===== config.mk =====
export PLATFORM = sky130hd
export DESIGN_NAME = ram_play_seq
export DESIGN_NICKNAME = d
export VERILOG_FILES = /design/src/rtl/ram_play_seq_pkg.sv /design/src/rtl/ram_play_fifo.sv /design/src/rtl/ram_play_seq.sv
export SDC_FILE = /design/constraint.sdc
export NUM_CORES = 1
export LEC_CHECK = 0
export BUFFER_PORTS_ARGS = -buffer_cell sky130_fd_sc_hd__buf_2
export CORE_MARGIN = 1
export CORE_UTILIZATION = 41
export DETAILED_ROUTE_END_ITERATION = 12
export PLACE_DENSITY = 0.64
export SYNTH_ARGS = -nofsm -noshare
export SYNTH_HDL_FRONTEND = slang
export SYNTH_SLANG_ARGS = --single-unit

===== constraint.sdc =====
create_clock -name clk -period 3.7 [get_ports clk]
set_input_delay 0.555 -clock clk [delete_from_list [all_inputs] [get_ports clk]]
set_output_delay 0.555 -clock clk [all_outputs]
set_load 0.05 [all_outputs]

===== src/rtl/ram_play_seq_pkg.sv =====
// Shared types and sizing for the frame capture/playback sequencer.
package ram_play_seq_pkg;

    typedef enum logic [1:0] {
        IDLE    = 2'd0,
        CAPTURE = 2'd1,
        PLAY    = 2'd2,
        DONE    = 2'd3
    } state_t;

    // Room for every read in the RAM pipeline plus two words of slack, which
    // lets the read credit loop sustain one word per cycle.
    function automatic int fifo_depth(input int rd_lat);
        return rd_lat + 2;
    endfunction

endpackage


===== src/rtl/ram_play_fifo.sv =====
// Small first-word-fall-through FIFO holding RAM read data ahead of the output port.
// Storage is reset so the head word reads as zero after reset.
module ram_play_fifo #(
    parameter int DEPTH = 4,
    parameter int WIDTH = 64,
    parameter int CW    = $clog2(DEPTH + 1)
) (
    input  logic             clk,
    input  logic             srstn,
    input  logic             i_push,
    input  logic [WIDTH-1:0] i_data,
    input  logic             i_pop,
    output logic [WIDTH-1:0] o_data,
    output logic             o_empty,
    output logic [CW-1:0]    o_count
);
    localparam int AW = (DEPTH > 1) ? $clog2(DEPTH) : 1;

    logic [WIDTH-1:0] r_mem [DEPTH];
    logic [AW-1:0]    r_wptr;
    logic [AW-1:0]    r_rptr;
    logic [CW-1:0]    r_count;

    always_ff @(posedge clk or negedge srstn) begin
        if (!srstn) begin
            for (int i = 0; i < DEPTH; i++) r_mem[i] <= '0;
            r_wptr  <= '0;
            r_rptr  <= '0;
            r_count <= '0;
        end else begin
            if (i_push) begin
                r_mem[r_wptr] <= i_data;
                r_wptr <= (r_wptr == AW'(DEPTH - 1)) ? '0 : r_wptr + AW'(1);
            end
            if (i_pop)
                r_rptr <= (r_rptr == AW'(DEPTH - 1)) ? '0 : r_rptr + AW'(1);
            r_count <= r_count + CW'(i_push) - CW'(i_pop);
        end
    end

    assign o_data  = r_mem[r_rptr];
    assign o_empty = (r_count == '0);
    assign o_count = r_count;

endmodule


===== src/rtl/ram_play_seq.sv =====
// Captures one frame into a simple-dual-port RAM, then replays it num_play times
// onto a ready/valid stream. Define RAM_PLAY_SEQ_LAST_EN to mark the last word of each pass.
module ram_play_seq
    import ram_play_seq_pkg::*;
#(
    parameter int ADDR_WIDTH = 13,
    parameter int DATA_WIDTH = 64,
    parameter int RD_LAT     = 2,
    parameter int PLAY_WIDTH = 8
) (
    input  logic                  clk,
    input  logic                  srstn,
    input  logic                  start,
    input  logic [PLAY_WIDTH-1:0] num_play,
    input  logic                  src_vld,
    input  logic [DATA_WIDTH-1:0] src_dat,
    output logic                  ram_we,
    output logic [ADDR_WIDTH-1:0] ram_waddr,
    output logic [DATA_WIDTH-1:0] ram_wdata,
    output logic                  ram_re,
    output logic [ADDR_WIDTH-1:0] ram_raddr,
    input  logic [DATA_WIDTH-1:0] ram_rdata,
    output logic                  out_vld,
    output logic [DATA_WIDTH-1:0] out_dat,
    input  logic                  out_rdy,
    output logic                  out_last,
    output logic                  busy,
    output logic                  done,
    output logic                  drop_err
);
    localparam int DEPTH = fifo_depth(RD_LAT);
    localparam int CW    = $clog2(DEPTH + 1);
`ifdef RAM_PLAY_SEQ_LAST_EN
    localparam int FW    = DATA_WIDTH + 1;
`else
    localparam int FW    = DATA_WIDTH;
`endif

    state_t                r_state;
    logic [PLAY_WIDTH-1:0] r_num_play;
    logic [PLAY_WIDTH-1:0] r_pass;
    logic [ADDR_WIDTH-1:0] r_wptr;
    logic [ADDR_WIDTH-1:0] r_rptr;
    logic                  r_cap_full;
    logic                  r_rd_done;
    logic                  r_we;
    logic [ADDR_WIDTH-1:0] r_waddr;
    logic [DATA_WIDTH-1:0] r_wdata;
    logic                  r_drop;
    logic [CW-1:0]         r_inflight;
    logic [RD_LAT-1:0]     r_rd_pipe;

    logic                  w_re;
    logic                  w_push;
    logic                  w_pop;
    logic                  w_empty;
    logic                  w_src_ok;
    logic                  w_last_word;
    logic [CW-1:0]         w_count;
    logic [CW:0]           w_occ;
    logic [FW-1:0]         w_fifo_in;
    logic [FW-1:0]         w_fifo_out;

    // Reads are issued only against free FIFO credit, so returning data never overflows.
    assign w_occ       = {1'b0, r_inflight} + {1'b0, w_count};
    assign w_re        = (r_state == PLAY) && !r_rd_done && (w_occ < (CW+1)'(DEPTH));
    assign w_push      = r_rd_pipe[RD_LAT-1];
    assign w_pop       = !w_empty && out_rdy;
    assign w_src_ok    = (r_state == CAPTURE) && !r_cap_full && src_vld;
    assign w_last_word = w_pop && r_rd_done && (r_inflight == '0) && (w_count == CW'(1));

    always_ff @(posedge clk or negedge srstn) begin
        if (!srstn) begin
            r_state    <= IDLE;
            r_num_play <= '0;
            r_pass     <= '0;
            r_wptr     <= '0;
            r_rptr     <= '0;
            r_cap_full <= 1'b0;
            r_rd_done  <= 1'b0;
            r_we       <= 1'b0;
            r_waddr    <= '0;
            r_wdata    <= '0;
            r_drop     <= 1'b0;
            r_inflight <= '0;
        end else begin
            r_we <= w_src_ok;
            if (w_src_ok) begin
                r_waddr <= r_wptr;
                r_wdata <= src_dat;
                r_wptr  <= r_wptr + ADDR_WIDTH'(1);
                if (&r_wptr) r_cap_full <= 1'b1;
            end
            if (src_vld && !w_src_ok) r_drop <= 1'b1;

            r_inflight <= r_inflight + CW'(w_re) - CW'(w_push);
            if (w_re) begin
                r_rptr <= r_rptr + ADDR_WIDTH'(1);
                if (&r_rptr) begin
                    r_pass <= r_pass + PLAY_WIDTH'(1);
                    if (r_pass + PLAY_WIDTH'(1) == r_num_play) r_rd_done <= 1'b1;
                end
            end

            case (r_state)
                IDLE: if (start) begin
                    r_num_play <= num_play;
                    r_wptr     <= '0;
                    r_rptr     <= '0;
                    r_pass     <= '0;
                    r_cap_full <= 1'b0;
                    r_rd_done  <= 1'b0;
                    r_drop     <= 1'b0;
                    r_state    <= CAPTURE;
                end
                // Leave only after the all-ones write is actually on the RAM port.
                CAPTURE: if (r_cap_full) r_state <= (r_num_play == '0) ? DONE : PLAY;
                PLAY:    if (w_last_word) r_state <= DONE;
                default: r_state <= IDLE;
            endcase
        end
    end

`ifdef RAM_PLAY_SEQ_LAST_EN
    logic [RD_LAT-1:0] r_last_pipe;
    assign w_fifo_in = {r_last_pipe[RD_LAT-1], ram_rdata};
    assign out_last  = w_fifo_out[DATA_WIDTH];
`else
    assign w_fifo_in = ram_rdata;
    assign out_last  = 1'b0;
`endif

    always_ff @(posedge clk or negedge srstn) begin
        if (!srstn) begin
            r_rd_pipe <= '0;
`ifdef RAM_PLAY_SEQ_LAST_EN
            r_last_pipe <= '0;
`endif
        end else begin
            r_rd_pipe[0] <= w_re;
            for (int i = 1; i < RD_LAT; i++) r_rd_pipe[i] <= r_rd_pipe[i-1];
`ifdef RAM_PLAY_SEQ_LAST_EN
            r_last_pipe[0] <= &r_rptr;
            for (int i = 1; i < RD_LAT; i++) r_last_pipe[i] <= r_last_pipe[i-1];
`endif
        end
    end

    ram_play_fifo #(.DEPTH(DEPTH), .WIDTH(FW), .CW(CW)) u_fifo (
        .clk     (clk),
        .srstn   (srstn),
        .i_push  (w_push),
        .i_data  (w_fifo_in),
        .i_pop   (w_pop),
        .o_data  (w_fifo_out),
        .o_empty (w_empty),
        .o_count (w_count)
    );

    assign ram_we    = r_we;
    assign ram_waddr = r_waddr;
    assign ram_wdata = r_wdata;
    assign ram_re    = w_re;
    assign ram_raddr = r_rptr;
    assign out_vld   = !w_empty;
    assign out_dat   = w_fifo_out[DATA_WIDTH-1:0];
    assign busy      = (r_state == CAPTURE) || (r_state == PLAY);
    assign done      = (r_state == DONE);
    assign drop_err  = r_drop;

endmodule


==> metrics.txt, run 1 <==
run status finished clean; post-CTS setup buffer count 0; post-route cell area 0.0205 mm²; Period minus WS final 3.13 ns; IO Count 302; post-synthesis instance area 0.0169 mm²; headroom to the max-slew limit 24.7%; initial detailed-routing violation count 479; Core Footprint 0.0407 mm²; Vert. Die Dim 205 µm; total count of hold-check failures in the final report 0; R2R Path Start r_state[0]; max-capacitance violation count 0; Net count, final 1722; antenna-violating nets left 0; hold-fix buffer count after cts 0; Mapped Nets 1423; wire length of the first global-routing pass 62500 µm; largest fanout on the critical path 31; final RePlAce weighted congestion 0.826; largest net degree at the start of global routing 117; HPWL after detailed placement 25100 µm; maximum clock frequency 0.319 GHz; worst-case register-to-register setup slack 1.11 ns; worst r2r dst r_pass[3]; clock latency of the later-clocked register in the worst-skew pair 0.56 ns; number of synthesized flops with an enable pin 0; launch point of the worst path u_fifo.r_rptr[0]; category of the worst setup path capture point primary output; layout cell share with drive strength beyond 1 45.4%; CTS H-Tree Depth 2; via count of the first global-routing pass 11700; total placed instance area 0.0191 mm²; Max Transition Viols Final 0; crit path launch type flip-flop; GRT Overall Usage 18.9%; overall die width 205 µm; YS warnings 0; unrepaired setup endpoints after global routing no; Vias 10900; wire length per cell after detailed routing 18.3 µm; drt drc 0; Port-buffer cells 300; Total Wirelength 39000 µm; FP Rows 74; Post-Route Skew 0.0181 ns; starting density of the core 41.5%; logic depth of the worst register-to-register path 7; syn_area_per_cell 13.4 µm²; antenna violations before repair 4; number of synthesized register bits 393; end point of the critical path out_dat[11]; dominant synthesized flop cell sky130_fd_sc_hd__dfrtp_1; Power Dens Cells 647 mW/mm²; fraction of synthesis flops using an asynchronous set or reset pin 100%; number of buffers created by CTS 43; buffers from clock root to sink, at most 3; clock tree from TritonCTS built; period utilization 84.7%; reported leakage power 0.00964 µW; Crit Path Category flip-flop to primary output; IR Drop Worst-Case VDD 0.397 mV; clock slew at reported path FFs 0.06 ns; number of detailed-route iterations in the first pass 4; CP required 3.14 ns; number of clock sinks seen by CTS 393; final total negative setup slack 0 ns; clock tree root driver cell sky130_fd_sc_hd__clkbuf_16; Crit path arrival time 2.58 ns; sum of overflow across all layers after global routing 0; path type of the worst min-delay path primary input to async pin; measured slew at the worst slew-check pin 1.13 ns; cells after synthesis 1262; Area growth, synth to finish 21.4%; post-synthesis sequential area ratio 58.2%; Avg Vias per Cell 5.14; Final Setup Violations 0; Die Footprint 0.0421 mm²; Distinct cells, synth 51; number of gates resized after cts 0
==> worst min path at each step <==
stage                  from                end  cells after the start
3_3_place_gp   r_rd_pipe[0]       r_rd_pipe[1]                      0
5_1_grt               srstn  u_fifo.r_mem[143]                      1
4_1_cts               srstn  u_fifo.r_mem[143]                      1
2_1_floorplan         srstn           drop_err                      0
3_5_place_dp   r_rd_pipe[0]       r_rd_pipe[1]                      0
6_report              srstn  u_fifo.r_mem[207]                      1
==> cells by family after synthesis <==
kind of cell | Yosys count | share of synthesized area (%)
AOI/OAI and AO/OA | 34 | 1.29
xor gates and xnor gates | 36 | 1.86
adders and majority gates | 20 | 1.57
buffers and inverters | 81 | 1.90
DFF | 393 | 58.2
muxes | 324 | 25.8
other | 1 | 0.0222
and+or+nand+nor | 373 | 9.37
==> registers in the layout (all words and copies together) (netlist names), 3 cells and up <==
signal	flops
r_inflight	3
r_num_play	8
r_pass	8
r_wptr	13
ram_raddr	13
ram_waddr	13
ram_wdata	64
u_fifo.o_count	3
u_fifo.r_mem	256
==> routing by layer <==
metal	routed length, µm	part of all wire (%)	track usage, %	vias to the layer above
met3	2470	6.3	4.96	58
met5	32	0.082	0	-
li1	-	-	-	4990
met2	18700	48	31.0	299
met4	762	2.0	5.87	6
met1	17000	44	24.4	5560
==> synth_stat cells, drive strengths merged (2+ instances only) <==
library cell	n	area, µm²
nand2	279	1050
or3	7	43.8
nand4	13	87.6
o31ai	4	30.0
ha	18	225
dfrtp	393	9830
nor3	7	46.3
xnor2	18	158
mux2i	2	20.0
o21ai	11	55.1
nor2b	3	18.8
and3	4	25.0
mux4	64	1440
fa	2	40.0
nand3	7	35.0
clkbuf	51	191
and2	3	18.8
nor4	3	40.0
nor2	37	139
buf	13	66.3
mux2	258	2910
a21oi	9	45.0
xor2	18	158
inv	17	63.8
or4	4	30.0
==> power by group <==
| group | internal [µW] | switching [µW] | leakage, µW | total [µW] |
|---|---|---|---|---|
| registers | 4600 | 350 | 0.00463 | 4950 |
| clock network | 2640 | 1720 | 0.000721 | 4350 |
| logic | 1290 | 2690 | 0.00429 | 3980 |
| total | 8520 | 4760 | 0.00964 | 13300 |
==> cell usage in the layout, fill, tap and decap left out, drive strengths merged, types with 2 or more instances in the layout <==
cell | netlist | routed
a21oi | 9 | 9
and2 | 3 | 3
and3 | 4 | 4
buf | 13 | 318
bufinv | 0 | 4
clkbuf | 51 | 59
clkinv | 0 | 13
dfrtp | 393 | 393
fa | 2 | 2
ha | 18 | 18
inv | 17 | 17
mux2 | 258 | 258
mux2i | 2 | 2
mux4 | 64 | 64
nand2 | 279 | 279
nand3 | 7 | 7
nand4 | 13 | 13
nor2 | 37 | 37
nor2b | 3 | 3
nor3 | 7 | 7
nor4 | 3 | 3
o21ai | 11 | 11
o31ai | 4 | 4
or3 | 7 | 7
or4 | 4 | 4
xnor2 | 18 | 18
xor2 | 18 | 18
==> stage by stage <==
stage | hold WS, ns | power [µW] | setup slack, ns | util (%) | cells
floorplan | 0.259 | 7970 | 1.11 | - | 1262
global placement | 0.341 | 9000 | 1.10 | 46.9 | 2048
detailed placement | 0.335 | 9050 | 1.08 | 46.9 | 2048
CTS | 0.132 | 13500 | 0.452 | 50.4 | 2124
global route | 0.165 | 13900 | 0.388 | 50.4 | 2124
finish | 0.0977 | 13300 | 0.565 | 50.4 | 2125
==> final cells by class <==
cell class | instances | area [µm²]
diodes | 1 | 2.50
flip-flops and latches | 393 | 9840
fillers | 3558 | 20200
multi-input cells | 788 | 6790
well taps | 532 | 666
clock buffers | 59 | 1250
repair buffers | 318 | 1730
clock inverters | 17 | 193
inverters | 17 | 63.8
==> critical path, cell delays in order, from the launching register on <==
cell	delay, ns
sky130_fd_sc_hd__dfrtp_4	0.85
sky130_fd_sc_hd__buf_4	0.38
sky130_fd_sc_hd__mux4_2	0.54
sky130_fd_sc_hd__buf_2	0.23
No activity file was read; power rests on OpenSTA's default activity.
==> run 2, diff against run 1 <==
Clock period 3.7 ns to 3.1 ns, I/O delays scaled along.
==> metrics.txt, run 2 (synthesis results as in run 1) <==
clock tree root driver cell sky130_fd_sc_hd__clkbuf_16; Area growth, synth to finish 21.8%; crit path launch type flip-flop; wire length of the first global-routing pass 62200 µm (-0.39%); largest net degree at the start of global routing 89 (-24%); total count of hold-check failures in the final report 0 (unchanged); Core Footprint 0.0407 mm² (unchanged); buffers from clock root to sink, at most 3 (unchanged); Port-buffer cells 300 (unchanged); most common cell after layout, fill and taps aside sky130_fd_sc_hd__dfrtp_1; starting density of the core 41.5% (unchanged); category of the worst setup path capture point primary output; final core utilization 50.5% (+0.14 points); fill cell instance count of the final layout 3603 (+1.3%); total placed instance area 0.0192 mm² (+0.47%); worst slack after detailed placement 0.605 ns (-0.473 ns); Die Footprint 0.0421 mm² (unchanged); Vert. Die Dim 205 µm (unchanged); layout cell share with drive strength beyond 1 45.3% (-0.10 points); unrepaired setup endpoints after global routing no; largest fanout on the critical path 9 (-71%); max-capacitance violation count 0 (unchanged); maximum clock frequency 0.346 GHz; post-route cell area 0.0206 mm² (+0.27%); clock tree from TritonCTS built; Power Dens Cells 762 mW/mm² (+18%); final total negative setup slack 0 ns (unchanged); post-CTS setup buffer count 0 (unchanged); number of clock sinks seen by CTS 393 (unchanged); initial detailed-routing violation count 441 (-7.9%); measured slew at the worst slew-check pin 0.734 ns (-0.395 ns); Worst Hold Margin 0.0994 ns (+0.00174 ns); metal3 WL 2800 µm (+14%); flip-flop count of the largest register after layout 256 (unchanged); number of gates resized after cts 0 (unchanged); via count of the first global-routing pass 11400 (-2.0%); Avg Vias per Cell 5.13 (-0.17%); clock slew at reported path FFs 0.06 ns (about the same); Net count, final 1730 (+0.46%); Period minus WS final 2.89 ns; Max Used Layer met5; number of buffers created by CTS 43 (unchanged); top register by number of flip-flops u_fifo.r_mem; IR Drop Worst-Case VDD 0.408 mV (+2.8%); Vias 11000 (+0.39%); reported leakage power 0.00966 µW (+0.23%); Post-Route Skew 0.0204 ns (+0.00229 ns); Met1 Routed Length 16600 µm (-2.3%); setup slack of the critical path after layout 0.209 ns (-0.356 ns); Crit path arrival time 2.43 ns (-0.15 ns); clock latency of the later-clocked register in the worst-skew pair 0.55 ns (about the same); CTS H-Tree Depth 2 (unchanged); antenna violations before repair 8 (+4); met2 routed wirelength 18400 µm (-1.3%); final RePlAce weighted congestion 0.820 (-0.73%); Crit Path Category flip-flop to primary output; Max Transition Viols Final 0 (unchanged); run status finished clean; drt drc 0 (unchanged); Final Setup Violations 0 (unchanged); most frequent cells in the layout 391 x sky130_fd_sc_hd__dfrtp_1, 299 x sky130_fd_sc_hd__buf_2, 274 x sky130_fd_sc_hd__nand2_1; path type of the worst min-delay path primary input to flip-flop; wire length per cell after detailed routing 18.2 µm (-0.77%); HPWL after detailed placement 25700 µm (+2.4%); headroom to the max-slew limit 51.0% (+26 points); number of detailed-route iterations in the first pass 6 (+2); FP Rows 74 (unchanged); sum of overflow across all layers after global routing 0 (unchanged); antenna-violating nets left 0 (unchanged); CP required 2.63 ns (-0.51 ns); GRT Overall Usage 18.9% (about the same); period utilization 93.3%; overall die width 205 µm (unchanged); IO Count 302 (unchanged); Total Wirelength 38900 µm (-0.21%)
## run 2: cell count changes in the layout (fill, tap and decap cells not counted)
| cell | before | now |
|---|---|---|
| sky130_fd_sc_hd__bufinv_16 | 4 | 2 |
| sky130_fd_sc_hd__clkinv_4 | 2 | 0 |
| sky130_fd_sc_hd__clkbuf_1 | 7 | 12 |
| sky130_fd_sc_hd__diode_2 | 1 | 5 |
| sky130_fd_sc_hd__dlygate4sd3_1 | 0 | 1 |
| sky130_fd_sc_hd__buf_4 | 11 | 15 |
| sky130_fd_sc_hd__buf_12 | 7 | 10 |
| sky130_fd_sc_hd__clkinv_2 | 11 | 9 |
| sky130_fd_sc_hd__clkbuf_8 | 7 | 8 |
## run 2: per-layer routing
layer / track usage [%] / vias up
met1: 24.2 / 5566
met5: 0 / -
met3: 5.54 / 65
met2: 30.2 / 300
met4: 6.96 / 6
li1: - / 5019
## run 2: layout make-up
| cell class | instances | area (µm²) | area share [%] |
|---|---|---|---|
| Timing Repair Buffer | 326 | 1830 | 8.91 |
| Antenna cell | 5 | 12.5 | 0.0608 |
| Clock inverter | 11 | 105 | 0.511 |
| Sequential cell | 393 | 9840 | 47.8 |
| Clock buffer | 65 | 1280 | 6.22 |
| Inverter | 17 | 63.8 | 0.310 |
| Tap cell | 532 | 666 | 3.23 |
| Multi-Input combinational cell | 788 | 6790 | 33.0 |
## run 2: report_power, final
group          internal, µW  leakage (µW)  total [µW]  switching, µW
Combinational          1560       0.00434        4900           3340
Clock                  3010      0.000690        5010           2000
Sequential             5490       0.00463        5790            299
Total                 10100       0.00966       15700           5640
## run 2: worst max-delay path, cell delays in order (launching register included)
cell and delay, ns:
sky130_fd_sc_hd__dfrtp_1 0.41, sky130_fd_sc_hd__inv_1 0.10, sky130_fd_sc_hd__ha_1 0.21, sky130_fd_sc_hd__or3b_4 0.43
sky130_fd_sc_hd__nor3_4 0.36, sky130_fd_sc_hd__buf_2 0.35
## run 2: timing repair
item,4_1_cts,5_1_grt
hold endpoints to repair,77,0
hold buffers,1,0
setup endpoints to repair,0,0
## run 2: per-stage QoR
step                      std cells  total power (µW)
after detailed placement       2055             10800
after global placement         2055             10800
after global routing           2135             16400
final                          2137             15700
after floorplan                1262              9520
after CTS                      2132             15900
## run 2: final timing paths
path                       slack (ns)  cells after the start             to    startpoint
min reg2reg                      0.35                      0   r_rd_pipe[1]  r_rd_pipe[0]
max in group asynchronous        1.69                      3   ram_wdata[0]         srstn
max                              0.21                      5         ram_re    r_state[0]
max reg2reg                      0.59                      7      r_pass[3]    r_state[0]
min in group asynchronous        0.55                      2   ram_raddr[4]         srstn
min                               0.1                      3  r_num_play[2]   num_play[2]
==> run 3, diff against run 2 <==
Settings changed: CORE_MARGIN 1 to 4, GPL_TIMING_DRIVEN from default to 0, PLACE_DENSITY 0.64 to 0.65.
==> metrics.txt, run 3 (synthesis results as in run 1) <==
unrepaired setup endpoints after global routing no; Net count, final 1772 (+2.4%); HPWL after detailed placement 28600 µm (+11%); path type of the worst min-delay path primary input to flip-flop; Post-Route Skew 0.0108 ns (-0.00957 ns); number of clock sinks seen by CTS 393 (unchanged); Vert. Die Dim 211 µm (+2.9%); Port-buffer cells 300 (unchanged); maximum clock frequency 0.341 GHz (-1.4%); GRT Overall Usage 18.5% (-0.40 points); top register by number of flip-flops u_fifo.r_mem; total placed instance area 0.0192 mm² (about the same); final core utilization 50.5% (-0.075 points); flip-flop count of the largest register after layout 256 (unchanged); initial detailed-routing violation count 518 (+17%); most frequent cells in the layout 393 x sky130_fd_sc_hd__dfrtp_1, 302 x sky130_fd_sc_hd__buf_2, 279 x sky130_fd_sc_hd__nand2_1; post-route cell area 0.0206 mm² (about the same); via count of the first global-routing pass 12100 (+5.6%); wire length per cell after detailed routing 18.7 µm (+3.0%); clock tree root driver cell sky130_fd_sc_hd__clkbuf_16; largest net degree at the start of global routing 125 (+40%); total count of hold-check failures in the final report 0 (unchanged); Avg Vias per Cell 5.09 (-0.74%); period utilization 94.5% (+1.3 points); headroom to the max-slew limit 39.1% (-12 points); Crit path arrival time 2.47 ns (+0.04 ns); reported leakage power 0.00960 µW (-0.61%); Power Dens Cells 765 mW/mm² (+0.33%); clock latency of the later-clocked register in the worst-skew pair 0.54 ns (about the same); buffers from clock root to sink, at most 3 (unchanged); CP required 2.63 ns (about the same); Max Transition Viols Final 0 (unchanged); IO Count 302 (unchanged); measured slew at the worst slew-check pin 0.913 ns (+0.179 ns); Crit Path Category flip-flop to primary output; final total negative setup slack 0 ns (unchanged); Die Footprint 0.0446 mm² (+5.9%); Tot Pwr 15800 µW (+0.41%); clock slew at reported path FFs 0.07 ns (about the same); final RePlAce weighted congestion 0.908 (+11%); starting density of the core 41.4% (-0.094 points); run status finished clean; CTS H-Tree Depth 2 (unchanged); IR Drop Worst-Case VDD 0.509 mV (+25%); met2 Track Usage GR 29.8% (-0.38 points); Vias 11100 (+1.1%); wire length of the first global-routing pass 65700 µm (+5.6%); GRT met1 Usage 24.4% (+0.14 points); drt drc 0 (unchanged); clock tree from TritonCTS built; Area growth, synth to finish 21.9% (about the same); layout cell share with drive strength beyond 1 43.4% (-2.0 points); largest fanout on the critical path 10 (+1); fill cell instance count of the final layout 3551 (-1.4%); max-capacitance violation count 0 (unchanged); sum of overflow across all layers after global routing 0 (unchanged); layer with the highest usage met2; antenna violations before repair 5 (-3); antenna-violating nets left 0 (unchanged); met3 usage in global routing 5.36% (-0.17 points); crit path launch type flip-flop; Total Wirelength 40800 µm (+4.8%); Period minus WS final 2.93 ns (+0.0398 ns); category of the worst setup path capture point primary output; number of buffers created by CTS 43 (unchanged); number of detailed-route iterations in the first pass 4 (-2); FP Rows 74 (unchanged); Final Setup Violations 0 (unchanged); post-CTS setup buffer count 0 (unchanged); most common cell after layout, fill and taps aside sky130_fd_sc_hd__dfrtp_1; Core Footprint 0.0408 mm² (+0.23%); overall die width 211 µm (+2.9%)
-- run 3: cell count changes in the layout (fill, tap and decap cells not counted), sizes merged --
cell      delta
clkbuf      +56
inv          +1
buf         -13
clkinv       -4
clkinvlp     +2
diode        -3
-- run 3: power breakdown --
part           leakage, µW  switching, µW  internal (µW)
logic              0.00429           3460           1540
clock network     0.000680           2030           3020
registers          0.00463            230           5480
-- run 3: per-stage QoR --
| stage | setup slack [ns] | hold WS [ns] | cells |
|---|---|---|---|
| after floorplan | 0.512 | 0.169 | 1262 |
| after global placement | -6.05 | 0.334 | 2094 |
| after detailed placement | 0.187 | 0.339 | 2097 |
| after CTS | 0.000866 | 0.0666 | 2174 |
| after global routing | 0.00393 | 0.0782 | 2176 |
| final | 0.169 | 0.106 | 2176 |
-- run 3: worst paths after layout --
kind	startpoint	endpoint	slack (ns)	depth (start not counted)
hold reg to reg	r_rd_pipe[0]	r_rd_pipe[1]	0.34	0
hold / removal	src_dat[33]	ram_wdata[33]	0.11	3
setup reg to reg	r_state[1]	ram_wdata[57]	0.42	9
setup / recovery	u_fifo.r_rptr[0]	out_dat[56]	0.17	4
min in group asynchronous	srstn	u_fifo.r_mem[138]	0.39	2
max in group asynchronous	srstn	u_fifo.r_mem[238]	1.19	4
-- run 3: timing repair --
action / in CTS / in global routing
resized for setup: 10 / 6
endpoints found under the hold margin: 37 / 0
setup endpoints to repair: 49 / 31
hold buffers: 1 / 0
-- run 3: area by class of cell --
class | instances | area (µm²) | area share (%)
multi-input cells | 788 | 6750 | 32.8
well taps | 532 | 666 | 3.23
plain buffers | 64 | 280 | 1.36
flip-flops and latches | 393 | 9830 | 47.7
diodes | 2 | 5.00 | 0.0243
inverters | 17 | 63.8 | 0.310
repair buffers | 304 | 1600 | 7.79
clock buffers | 66 | 1280 | 6.24
clock inverters | 10 | 113 | 0.547
-- run 3: per-layer routing --
metal	part of all wire (%)	vias up	wire (µm)
met5	0.069	-	28
li1	-	5091	-
met3	7.4	74	3020
met2	47	322	19200
met1	43	5580	17400
met4	2.5	6	1020
-- run 3: worst max-delay path: stages (launching register included) --
cell and delay [ns]:
sky130_fd_sc_hd__dfrtp_1 0.41, sky130_fd_sc_hd__buf_2 0.34, sky130_fd_sc_hd__buf_4 0.32, sky130_fd_sc_hd__mux4_2 0.58, sky130_fd_sc_hd__buf_2 0.25
